### config.mk
export PLATFORM = sky130hd
export DESIGN_NAME = uart_boot_loader
export DESIGN_NICKNAME = d
export VERILOG_FILES = /design/src/rtl/uart_boot_loader.sv
export SDC_FILE = /design/constraint.sdc
export NUM_CORES = 1
export LEC_CHECK = 0
export CAP_MARGIN = 20
export CORE_MARGIN = 5
export CORE_UTILIZATION = 30
export DETAILED_ROUTE_END_ITERATION = 10
export SETUP_SLACK_MARGIN = 0.5
export SYNTH_ARGS = -nofsm -noshare
export SYNTH_HDL_FRONTEND = slang
export SYNTH_SLANG_ARGS = --single-unit
### constraint.sdc
create_clock -name clk -period 4.8 [get_ports clk]
set_input_delay 1.2 -clock clk [delete_from_list [all_inputs] [get_ports clk]]
set_output_delay 1.2 -clock clk [all_outputs]
set_load 0.02 [all_outputs]
### src/rtl/uart_boot_loader.sv
// rtl/uart_boot_loader.sv - UART framed image loader driving the instruction-memory write port and core reset
module uart_boot_loader #(
    parameter int CLK_DIV    = 434,
    parameter int MAX_WORDS  = 512,
    parameter int ADDR_WIDTH = 32
) (
    input  logic                  clk,
    input  logic                  rst_n,
    input  logic                  rx_i,
    output logic [ADDR_WIDTH-1:0] inst_addr_o,
    output logic [31:0]           inst_data_o,
    output logic                  inst_w_enable_o,
    output logic                  core_rst_n_o,
    output logic                  busy_o,
    output logic                  done_o,
    output logic                  err_o
);
    localparam int CW = $clog2(CLK_DIV);
    localparam logic [CW-1:0] HALF = CW'(CLK_DIV / 2 - 1);
    localparam logic [CW-1:0] FULL = CW'(CLK_DIV - 1);

    typedef enum logic [1:0] {RX_IDLE, RX_START, RX_DATA, RX_STOP} rx_state_t;
    typedef enum logic [2:0] {SYNC, LEN0, LEN1, DATA, CSUM, DONE, ERR} state_t;

    rx_state_t     rx_state;
    logic          rx_meta, rx_sync, rx_prev;
    logic [CW-1:0] cnt;
    logic [2:0]    bit_idx;
    logic [7:0]    rx_byte;
    logic          rx_valid, rx_ferr;

    // Synchronizer flops reset high so the idle line never looks like a start edge.
    always_ff @(posedge clk or negedge rst_n) begin
        if (!rst_n) begin
            rx_meta  <= 1'b1;
            rx_sync  <= 1'b1;
            rx_prev  <= 1'b1;
            rx_state <= RX_IDLE;
            cnt      <= '0;
            bit_idx  <= '0;
            rx_byte  <= '0;
            rx_valid <= 1'b0;
            rx_ferr  <= 1'b0;
        end else begin
            rx_meta  <= rx_i;
            rx_sync  <= rx_meta;
            rx_prev  <= rx_sync;
            rx_valid <= 1'b0;
            rx_ferr  <= 1'b0;
            case (rx_state)
                RX_IDLE: begin
                    if (rx_prev && !rx_sync) begin
                        cnt      <= HALF;
                        rx_state <= RX_START;
                    end
                end
                RX_START: begin
                    if (cnt != '0) begin
                        cnt <= cnt - CW'(1);
                    end else if (rx_sync) begin
                        rx_state <= RX_IDLE;
                    end else begin
                        cnt      <= FULL;
                        bit_idx  <= '0;
                        rx_state <= RX_DATA;
                    end
                end
                RX_DATA: begin
                    if (cnt != '0) begin
                        cnt <= cnt - CW'(1);
                    end else begin
                        rx_byte <= {rx_sync, rx_byte[7:1]};
                        cnt     <= FULL;
                        bit_idx <= bit_idx + 3'd1;
                        if (bit_idx == 3'd7) rx_state <= RX_STOP;
                    end
                end
                default: begin
                    if (cnt != '0) begin
                        cnt <= cnt - CW'(1);
                    end else begin
                        rx_valid <= rx_sync;
                        rx_ferr  <= !rx_sync;
                        rx_state <= RX_IDLE;
                    end
                end
            endcase
        end
    end

    state_t      state;
    logic [7:0]  len_l;
    logic [15:0] n_words, word_cnt;
    logic [1:0]  byte_idx;
    logic [31:0] word_buf;
    logic [7:0]  sum;
    logic [15:0] len_word;

    assign len_word = {rx_byte, len_l};
    assign busy_o   = (state == LEN0) || (state == LEN1) || (state == DATA) || (state == CSUM);

    always_ff @(posedge clk or negedge rst_n) begin
        if (!rst_n) begin
            state           <= SYNC;
            len_l           <= '0;
            n_words         <= '0;
            word_cnt        <= '0;
            byte_idx        <= '0;
            word_buf        <= '0;
            sum             <= '0;
            inst_addr_o     <= '0;
            inst_data_o     <= '0;
            inst_w_enable_o <= 1'b0;
            core_rst_n_o    <= 1'b0;
            done_o          <= 1'b0;
            err_o           <= 1'b0;
        end else begin
            inst_w_enable_o <= 1'b0;
            // A framing error aborts the frame before any partial word can be written.
            if (rx_ferr && state != DONE && state != ERR) begin
                state <= ERR;
                err_o <= 1'b1;
            end else if (rx_valid) begin
                case (state)
                    SYNC: begin
                        if (rx_byte == 8'hA5) begin
                            state <= LEN0;
                            sum   <= '0;
                        end
                    end
                    LEN0: begin
                        len_l <= rx_byte;
                        state <= LEN1;
                    end
                    LEN1: begin
                        n_words  <= len_word;
                        word_cnt <= '0;
                        byte_idx <= '0;
                        if (len_word > 16'(MAX_WORDS)) begin
                            state <= ERR;
                            err_o <= 1'b1;
                        end else if (len_word == 16'd0) begin
                            state <= CSUM;
                        end else begin
                            state <= DATA;
                        end
                    end
                    DATA: begin
                        sum      <= sum + rx_byte;
                        word_buf <= {rx_byte, word_buf[31:8]};
                        byte_idx <= byte_idx + 2'd1;
                        if (byte_idx == 2'd3) begin
                            inst_w_enable_o <= 1'b1;
                            inst_data_o     <= {rx_byte, word_buf[31:8]};
                            inst_addr_o     <= ADDR_WIDTH'({word_cnt, 2'b00});
                            word_cnt        <= word_cnt + 16'd1;
                            if (word_cnt + 16'd1 == n_words) state <= CSUM;
                        end
                    end
                    CSUM: begin
                        if (rx_byte == sum) begin
                            state        <= DONE;
                            done_o       <= 1'b1;
                            core_rst_n_o <= 1'b1;
                        end else begin
                            state <= ERR;
                            err_o <= 1'b1;
                        end
                    end
                    ERR: begin
                        if (rx_byte == 8'hA5) begin
                            state <= LEN0;
                            err_o <= 1'b0;
                            sum   <= '0;
                        end
                    end
                    default: ;
                endcase
            end
        end
    end
endmodule

==> results of run 1 <==
-- path summary, 6_finish.rpt --
check	from	end	slack, ns	cells after the start
hold / removal	rx_meta	rx_sync	0.36	0
max in group asynchronous	rst_n	word_cnt[8]	3.09	2
hold reg to reg	rx_meta	rx_sync	0.36	0
min in group asynchronous	rst_n	inst_data_o[18]	0.83	1
setup / recovery	state[0]	busy_o	1.48	3
setup reg to reg	state[2]	word_cnt[13]	1.83	10
-- per-layer routing --
| metal | track usage, % | up-vias |
|---|---|---|
| met4 | 2.79 | 0 |
| met2 | 18.3 | 100 |
| li1 | - | 2668 |
| met5 | 0 | - |
| met1 | 15.5 | 2625 |
| met3 | 3.55 | 12 |
-- registers in the layout (all words and copies together), names as in the netlist, 2 cells and up --
signal,cells
cnt,9
rx_byte,8
len_l,8
rx_state,2
inst_addr_o,16
word_buf,24
sum,8
word_cnt,16
byte_idx,2
n_words,16
inst_data_o,32
state,3
bit_idx,3
-- logic make-up after synthesis --
kind of cell,Yosys count,synth area share [%]
adders and majority gates,18,3.08
DFF,155,51.4
AOI/OAI and AO/OA,125,10.6
buffers and inverters,66,4.46
and+or+nand+nor,299,18.1
muxes,59,8.78
other,1,0.0497
xor gates and xnor gates,30,3.48
-- report_power, final --
group          total (mW)  leakage (nW)  switching, mW  internal (mW)
sequential           1.42          2.14         0.0557           1.36
clock                1.21         0.251          0.550          0.657
combinational       0.411          1.80          0.247          0.164
total                3.04          4.19          0.853           2.18
-- final cells by class --
| class | instances | area (sq um) | share of cell area, % |
|---|---|---|---|
| clock buffer | 17 | 425 | 4.79 |
| multi-input combinational | 547 | 3390 | 38.2 |
| clock inverter | 15 | 103 | 1.15 |
| tap | 330 | 413 | 4.65 |
| inverter | 16 | 60.1 | 0.676 |
| timing repair buffer | 61 | 609 | 6.86 |
| sequential | 155 | 3880 | 43.7 |
-- cell usage in the layout (no fill, tap or decap), types with 6 or more instances in the layout --
cell type	netlist	routed
nand2_1	183	182
dfrtp_1	152	152
mux2_2	58	58
clkdlybuf4s50_1	0	54
o21ai_0	44	44
nor2_1	27	27
a21oi_1	22	22
xnor2_1	21	21
ha_1	17	17
clkbuf_16	0	17
nand3_1	16	16
conb_1	1	16
inv_1	15	15
a22o_1	13	13
nand2b_1	10	10
nor4_1	10	10
nor3_1	9	9
xor2_1	9	9
nor2b_1	8	8
o31ai_1	8	8
nand4_1	7	7
a31oi_1	7	7
o22ai_1	6	6
clkinv_2	0	6
-- per-stage QoR --
stage | setup slack, ns | total power [mW] | instances | utilization, %
after floorplan | 2.46 | 1.74 | 768 | -
after global placement | 1.91 | 1.84 | 1108 | 33.4
after detailed placement | 1.79 | 1.85 | 1108 | 33.4
after CTS | 1.45 | 3.07 | 1140 | 35.6
after global routing | 1.31 | 3.19 | 1141 | 35.6
final | 1.48 | 3.04 | 1141 | 35.6
==> flow_summary.toml, run 1 <==
[pwr]
ir_drop_v = 0.000265
power_density_nw_per_um2 = 342
leakage_nw = 4.19

[placed_design]
io_buffers = 55
routabilityCongestion = 0.796
hpwl_um = 10700
place_area_sq_um = 8350

[sta]
finalCriticalPeriod_ns = 3.32
worst_pin_slew_ns = 1.01
rsz0062_at_grt = "no"
finClkSkew_ns = 0.00987
setup_viol = 0
whs_ns = 0.357
drv_slew = 0
hold_viol = 0
fmax_mhz = 301
setup_tns_ns = 0
relSlewSlack_pct = 32.2
fin_crit_sh_pct = 69.1

[floorplan]
initial_core_util_pct = 30.3
dieWidth_um = 169
die_area_sq_um = 28400
die_y_um = 169
fp.coreArea_sq_um = 25000
rows = 58
io_pins = 72

[finish]
area_delta_synth_final_pct = 17.6
layout-drive-gt1-share_pct = 14.7
fill_cells = 2511
fin_nets = 819
n_antenna_cell = 0
finalInstanceArea_sq_um = 8880

[worst_setup_path]
cp_cell_sequence = "nor2_1, xnor2_1, clkdlybuf4s50_1"
cp_top_family = "buffers and inverters"
cp-end-kind = "output pin"
startpoint_type = "flop"
crit_buf_inv = 1
critPathMaxFanout = 15
path_class = "flop to output pin"
required_ns = 3.60
critPathSlowestCell = "clkdlybuf4s50_1"
critPathMaxStageDelay_ns = 0.63
worstPathArrival_ns = 2.12

[routing]
postRouteAntennaNets = 0
drtIter0Drc = 431
routed-via-count = 5405
detail_route.wl_per_cell_um = 14.2
post_drt_via_cell_ratio = 4.74
routedLengthMet1_um = 7690
route.met2.wl_um = 7640
top_layer = "met4"
wl_met3_um = 780
drtPass1Iterations = 4
drc = 0
drt-total-wl_um = 16200

[clock_network]
clock-sinks = 155
cts_hold_buf = 0
clock_latency_ns = 0.42
path_clk_slew_ns = 0.07
cts_tree = "yes"
cts_root_buf = "clkbuf_16"
numCtsBuffers = 17
clk_path_buf_depth = 2
cts-resized-gates = 0
post_cts_buffers = 0
htree_levels = 4

[global_route]
grtUsageTotal_pct = 11.6
antenna_found_initial = 0
grt_pass1_wl_um = 26800
grt_overflow_total = 0
grt_max_degree = 84
grt_pass1_vias = 5110

[run]
maxCapViolations = 0

[synth]
synth_seq_cells = 155
synthTopCellsByArea = "dfrtp_1 50%, nand2_1 9.1%, mux2_2 8.6%"
synth_edf_count = 0
synth-main-ff-cell = "dfrtp_1"
ys_seq_area_share_pct = 51.4
ys_types = 62
synth_top_area_share_pct = 50.4
syn_avg_cell_area_sq_um = 10.0
yosysMostFrequentCell = "nand2_1"
synth_common_cells = "183 x nand2_1, 152 x dfrtp_1, 58 x mux2_2"
synth_top_cell_by_area = "dfrtp_1"
synth_cells = 753
synth_area_sq_um = 7550
ys_warn_count = 0
ys_async_sr_fraction_pct = 100

[outcome]
outcome = "finished clean"

[worst_hold_path]
min_path_type = "flop to flop"
Note: power is estimated with default switching activity, not from simulation.
==> inputs of run 2 (changes only) <==
Clock period 4.8 ns to 2.9 ns, I/O delays scaled along.
==> run 2 against run 1 <==
Via count increased by 1.5%. Combinational power increased by 75%. Sequential cell count unchanged. Worst setup slack got worse by 0.94 ns. Critical path depth increased by 5. Register-to-register slack got worse by 1.3 ns. Largest power group unchanged. Worst hold slack got worse by 0.13 ns. Sequential power increased by 65%. Design area increased by 3.5%. Utilization increased by 1.2 points. Sequential share of layout area decreased by 1.3 points. Clock skew increased by 0.0025 ns.
==> flow_summary.toml, run 2 (synthesized netlist as in run 1, its figures left out) <==
[outcome]
outcome = "finished clean"

[worst_setup_path]
cp-end-kind = "flop"
r2r_cells = 8
startpoint_type = "flop"
rr_endpoint = "state[0]"
path_class = "flop to flop"
r2r_slack_ns = 0.55
r2r-start = "word_cnt[0]"
required_ns = 3.19
critPathMaxFanout = 8
worstPathArrival_ns = 2.65

[finish]
fill_cells = 2551
multi_input_area_sq_um = 3490
layout-drive-gt1-share_pct = 18.9
final_cell_mix = "182 x nand2_1, 143 x dfrtp_1, 58 x mux2_2"
area_delta_synth_final_pct = 21.7
finalInstanceArea_sq_um = 9190
fin_nets = 833
n_antenna_cell = 0
seq_area_sq_um = 3890
layout_commonest_cell = "nand2_1"
largest_reg_flops = 32
largest_registers = "inst_data_o x32, word_buf x24"
largest_register = "inst_data_o"
fin_cells = 1155

[placed_design]
dp.cells = 1116
place_area_sq_um = 8420
dp_worst_setup_slack_ns = 0.326
routabilityCongestion = 0.863
hpwl_um = 11300
io_buffers = 55

[routing]
drtPass1Iterations = 4
postRouteAntennaNets = 0
detail_route.wl_per_cell_um = 14.6
drtIter0Drc = 448
drc = 0
post_drt_via_cell_ratio = 4.75
routed-via-count = 5484
drt-total-wl_um = 16900

[global_route]
grt_max_degree = 64
antenna_found_initial = 0
grt_pass1_vias = 5302
grt_overflow_total = 0
grt_pass1_wl_um = 28100
grtUsageTotal_pct = 12.1

[floorplan]
die_y_um = 169
dieWidth_um = 169
rows = 58
die_area_sq_um = 28400
initial_core_util_pct = 30.3
fp.coreArea_sq_um = 25000
io_pins = 72

[sta]
finClkSkew_ns = 0.0124
hold_viol = 0
setup_viol = 0
drv_slew = 0
finalWorstSetupSlack_ns = 0.546
finalCriticalPeriod_ns = 2.35
rsz0062_at_grt = "yes"
setup_tns_ns = 0
fmax_mhz = 425
fin_crit_sh_pct = 81.2

[clock_network]
path_clk_slew_ns = 0.06
clk_path_buf_depth = 2
htree_levels = 4
clock_latency_ns = 0.42
cts_root_buf = "clkbuf_16"
clock-sinks = 155
cts_tree = "yes"
numCtsBuffers = 17

[pwr]
leakage_nw = 4.35
power_density_nw_per_um2 = 585
ir_drop_v = 0.000359

[worst_hold_path]
min_path_type = "primary input to async pin"

[run]
maxCapViolations = 0
==> run 2: cell count changes in the layout (fill, tap and decap cells not counted), moves of 3 or more <==
cell	previous run	this run
clkinvlp_4	5	2
bufinv_16	0	3
buf_4	4	17
dfrtp_1	152	143
dfrtp_2	0	9
clkbuf_8	0	3
==> run 2: layout make-up <==
type                            count  share of cell area, %
Inverter                           16                  0.653
Timing Repair Buffer               75                   7.89
Clock buffer                       21                   5.12
Multi-Input combinational cell    547                   37.9
Sequential cell                   155                   42.4
Clock inverter                     11                   1.55
Tap cell                          330                   4.49
==> run 2: critical path: stages, from the launching register on <==
cell and delay [ns]:
dfrtp_2 0.47, ha_4 0.21, nand4_1 0.14, nor2_1 0.11
or4b_1 0.54, a31oi_2 0.19, o311ai_2 0.15, o31ai_4 0.31
nand3_1 0.10
==> run 2: what timing repair did <==
action,CTS,global route
gates resized for setup,11,22
endpoints found under the hold margin,0,0
hold buffers,0,0
setup buffers,0,7
endpoints found under the setup margin,14,35
pin swaps,1,4
==> run 2: how the worst max path moves through the flow <==
stage               slack [ns]  cells past startpoint         from  endpoint
finish                    0.55                      8  word_cnt[0]  state[0]
global route              0.45                      8  word_cnt[0]  state[0]
CTS                       0.44                      3     state[1]    busy_o
detailed placement        0.33                      8       cnt[0]    cnt[3]
global placement          0.42                      8       cnt[0]    cnt[1]
floorplan                 0.73                      8       cnt[0]    cnt[6]
==> run 2: report_power, final <==
part / switching, mW / internal, mW
registers: 0.0945 / 2.26
logic: 0.428 / 0.294
clock network: 0.887 / 1.42
==> run 2: per-layer routing <==
layer	vias up	share of wire [%]	global-route usage [%]
li1	2686	-	-
met1	2687	49	17.3
met2	98	47	18.2
met3	13	3.5	2.87
met4	0	0.95	3.63
met5	-	0	0
==> run 2: per-stage QoR <==
| stage | utilization, % | power, mW | hold WS [ns] |
|---|---|---|---|
| after floorplan | - | 2.89 | 0.345 |
| after global placement | 33.7 | 3.05 | 0.346 |
| after detailed placement | 33.7 | 3.07 | 0.348 |
| after CTS | 36.3 | 5.41 | 0.229 |
| after global routing | 36.8 | 5.64 | 0.245 |
| final | 36.8 | 5.38 | 0.228 |
==> inputs of run 3 (changes only) <==
Clock period 2.9 ns to 2.1 ns, I/O delays scaled along.
==> run 3 against run 2 <==
The run now ends with negative setup slack left. Die area did not move. Largest cell class is now multi-input combinational cells. Worst hold slack got worse by 0.21 ns. Clock power rose by 36%.
==> flow_summary.toml, run 3 (synthesized netlist as in run 1, its figures left out) <==
[outcome]
outcome = "finished, violations left"
violations = "negative setup slack"

[routing]
drt-total-wl_um = 22900
post_drt_via_cell_ratio = 4.89
routed-via-count = 6277
drtIter0Drc = 291
detail_route.wl_per_cell_um = 17.9
drtPass1Iterations = 5
drc = 0
postRouteAntennaNets = 0

[finish]
multi_input_area_sq_um = 4600
fin_cells = 1283
largest_registers = "inst_data_o x32, word_buf x24"
fill_cells = 2228
seq_area_sq_um = 3890
largest_reg_flops = 32
n_antenna_cell = 0
layout_commonest_cell = "dfrtp_1"
layout-drive-gt1-share_pct = 52.7
final_cell_mix = "144 x dfrtp_1, 84 x buf_4, 82 x nand2_1"
largest_register = "inst_data_o"
area_delta_synth_final_pct = 54.0
finalInstanceArea_sq_um = 11600
fin_nets = 961

[clock_network]
clock_latency_ns = 0.44
numCtsBuffers = 17
clock-sinks = 155
path_clk_slew_ns = 0.07
htree_levels = 4
clk_path_buf_depth = 2
cts_root_buf = "clkbuf_16"
cts_tree = "yes"

[pwr]
ir_drop_v = 0.000601
sequentialPowerShare_pct = 40.3
leakage_nw = 5.57
clkPwrFrac_pct = 39.4
p_int_mw = 5.66
p_switching_mw = 2.33
power_density_nw_per_um2 = 687
p_comb_share_pct = 20.3
swShare_pct = 29.2

[placed_design]
dp.cells = 1176
dp_worst_setup_slack_ns = -0.0444
io_buffers = 55
hpwl_um = 12600
routabilityCongestion = 0.820
place_area_sq_um = 9140

[global_route]
grtUsageTotal_pct = 15.6
grt_overflow_total = 0
grt_pass1_wl_um = 35300
grt_pass1_vias = 6469
grt_max_degree = 52
antenna_found_initial = 0

[worst_setup_path]
startpoint_type = "flop"
critPathMaxFanout = 5
path_class = "flop to flop"
cp_cell_sequence = "ha_4, and4_1, buf_4, and2_2, nor4_1, o311ai_2, o31ai_4, nand3_1"
worstPathArrival_ns = 2.51
critPathMaxStageDelay_ns = 0.44
cp-end-kind = "flop"
required_ns = 2.41
crit_buf_inv = 1
critPathSlowestCell = "dfrtp_2"
cp_top_family = "simple AND/OR/NAND/NOR gates"

[sta]
worst_pin_slew_ns = 0.619
hold_viol = 0
fin_crit_sh_pct = 105
finalCriticalPeriod_ns = 2.20
finClkSkew_ns = 0.0141
finalWorstSetupSlack_ns = -0.0968
setup_tns_ns = -0.367
drv_slew = 0
rsz0062_at_grt = "yes"
fmax_mhz = 455
relSlewSlack_pct = 58.4
setup_viol = 8

[floorplan]
dieWidth_um = 169
io_pins = 72
die_area_sq_um = 28400
initial_core_util_pct = 30.3
die_y_um = 169
fp.coreArea_sq_um = 25000
rows = 58

[run]
maxCapViolations = 0

[worst_hold_path]
min_path_type = "primary input to async pin"
-- run 3: cell types whose count changed in the layout (fill, tap and decap cells not counted), sizes merged --
cell	previous run	this run
bufinv	3	2
nand2	184	185
a21boi	2	3
clkinv	6	8
clkbuf	22	21
clkdlybuf4s50	53	1
inv	16	17
buf	21	198
-- run 3: layout make-up --
type / instances / share of cell area [%]
Timing Repair inverter: 1 / 0.140
Timing Repair Buffer: 200 / 17.6
Clock buffer: 20 / 3.93
Inverter: 16 / 0.624
Clock inverter: 12 / 1.20
Sequential cell: 155 / 33.5
Multi-Input combinational cell: 549 / 39.5
Tap cell: 330 / 3.55
-- run 3: timing repair --
action	CTS	global route
hold buffers	0	0
buffers inserted	35	23
resized for setup	438	125
pin swaps	134	55
setup endpoints to repair	205	155
cloned	15	2
-- run 3: metal layers --
| layer | track usage [%] | vias to the layer above | part of all wire, % |
|---|---|---|---|
| met2 | 26.1 | 125 | 51 |
| li1 | - | 2946 | - |
| met4 | 4.45 | 0 | 2.6 |
| met3 | 4.06 | 31 | 4.4 |
| met5 | 0 | - | 0 |
| met1 | 19.8 | 3175 | 42 |
-- run 3: final timing paths --
check                            startpoint               to  slack, ns  cells after the start
worst max-delay path            word_cnt[0]         state[0]       -0.1                      8
worst min-delay path                  rst_n  inst_data_o[14]       0.02                      1
worst max register to register  word_cnt[0]         state[0]       -0.1                      8
worst min register to register      rx_meta          rx_sync       0.36                      0
max in group asynchronous             rst_n          rx_meta       1.42                      2
min in group clk                    rx_meta          rx_sync       0.36                      0
-- run 3: through the flow --
stage / total power, mW / util [%] / hold slack [ns]
5_1_grt: 8.32 / 46.6 / 0.0545
4_1_cts: 7.84 / 43.8 / 0.0294
6_report: 7.99 / 46.6 / 0.0193
3_3_place_gp: 4.43 / 36.6 / 0.346
3_5_place_dp: 4.46 / 36.6 / 0.347
2_1_floorplan: 4.12 / - / 0.229
-- run 3: power groups by stage --
stage                     sequential, mW  combinational [mW]  clock (mW)
after floorplan                     3.26               0.866           0
after global placement              3.26                1.17           0
after detailed placement            3.27                1.20           0
after CTS                           3.22                1.44        3.19
after global routing                3.24                1.76        3.33
final                               3.22                1.62        3.15
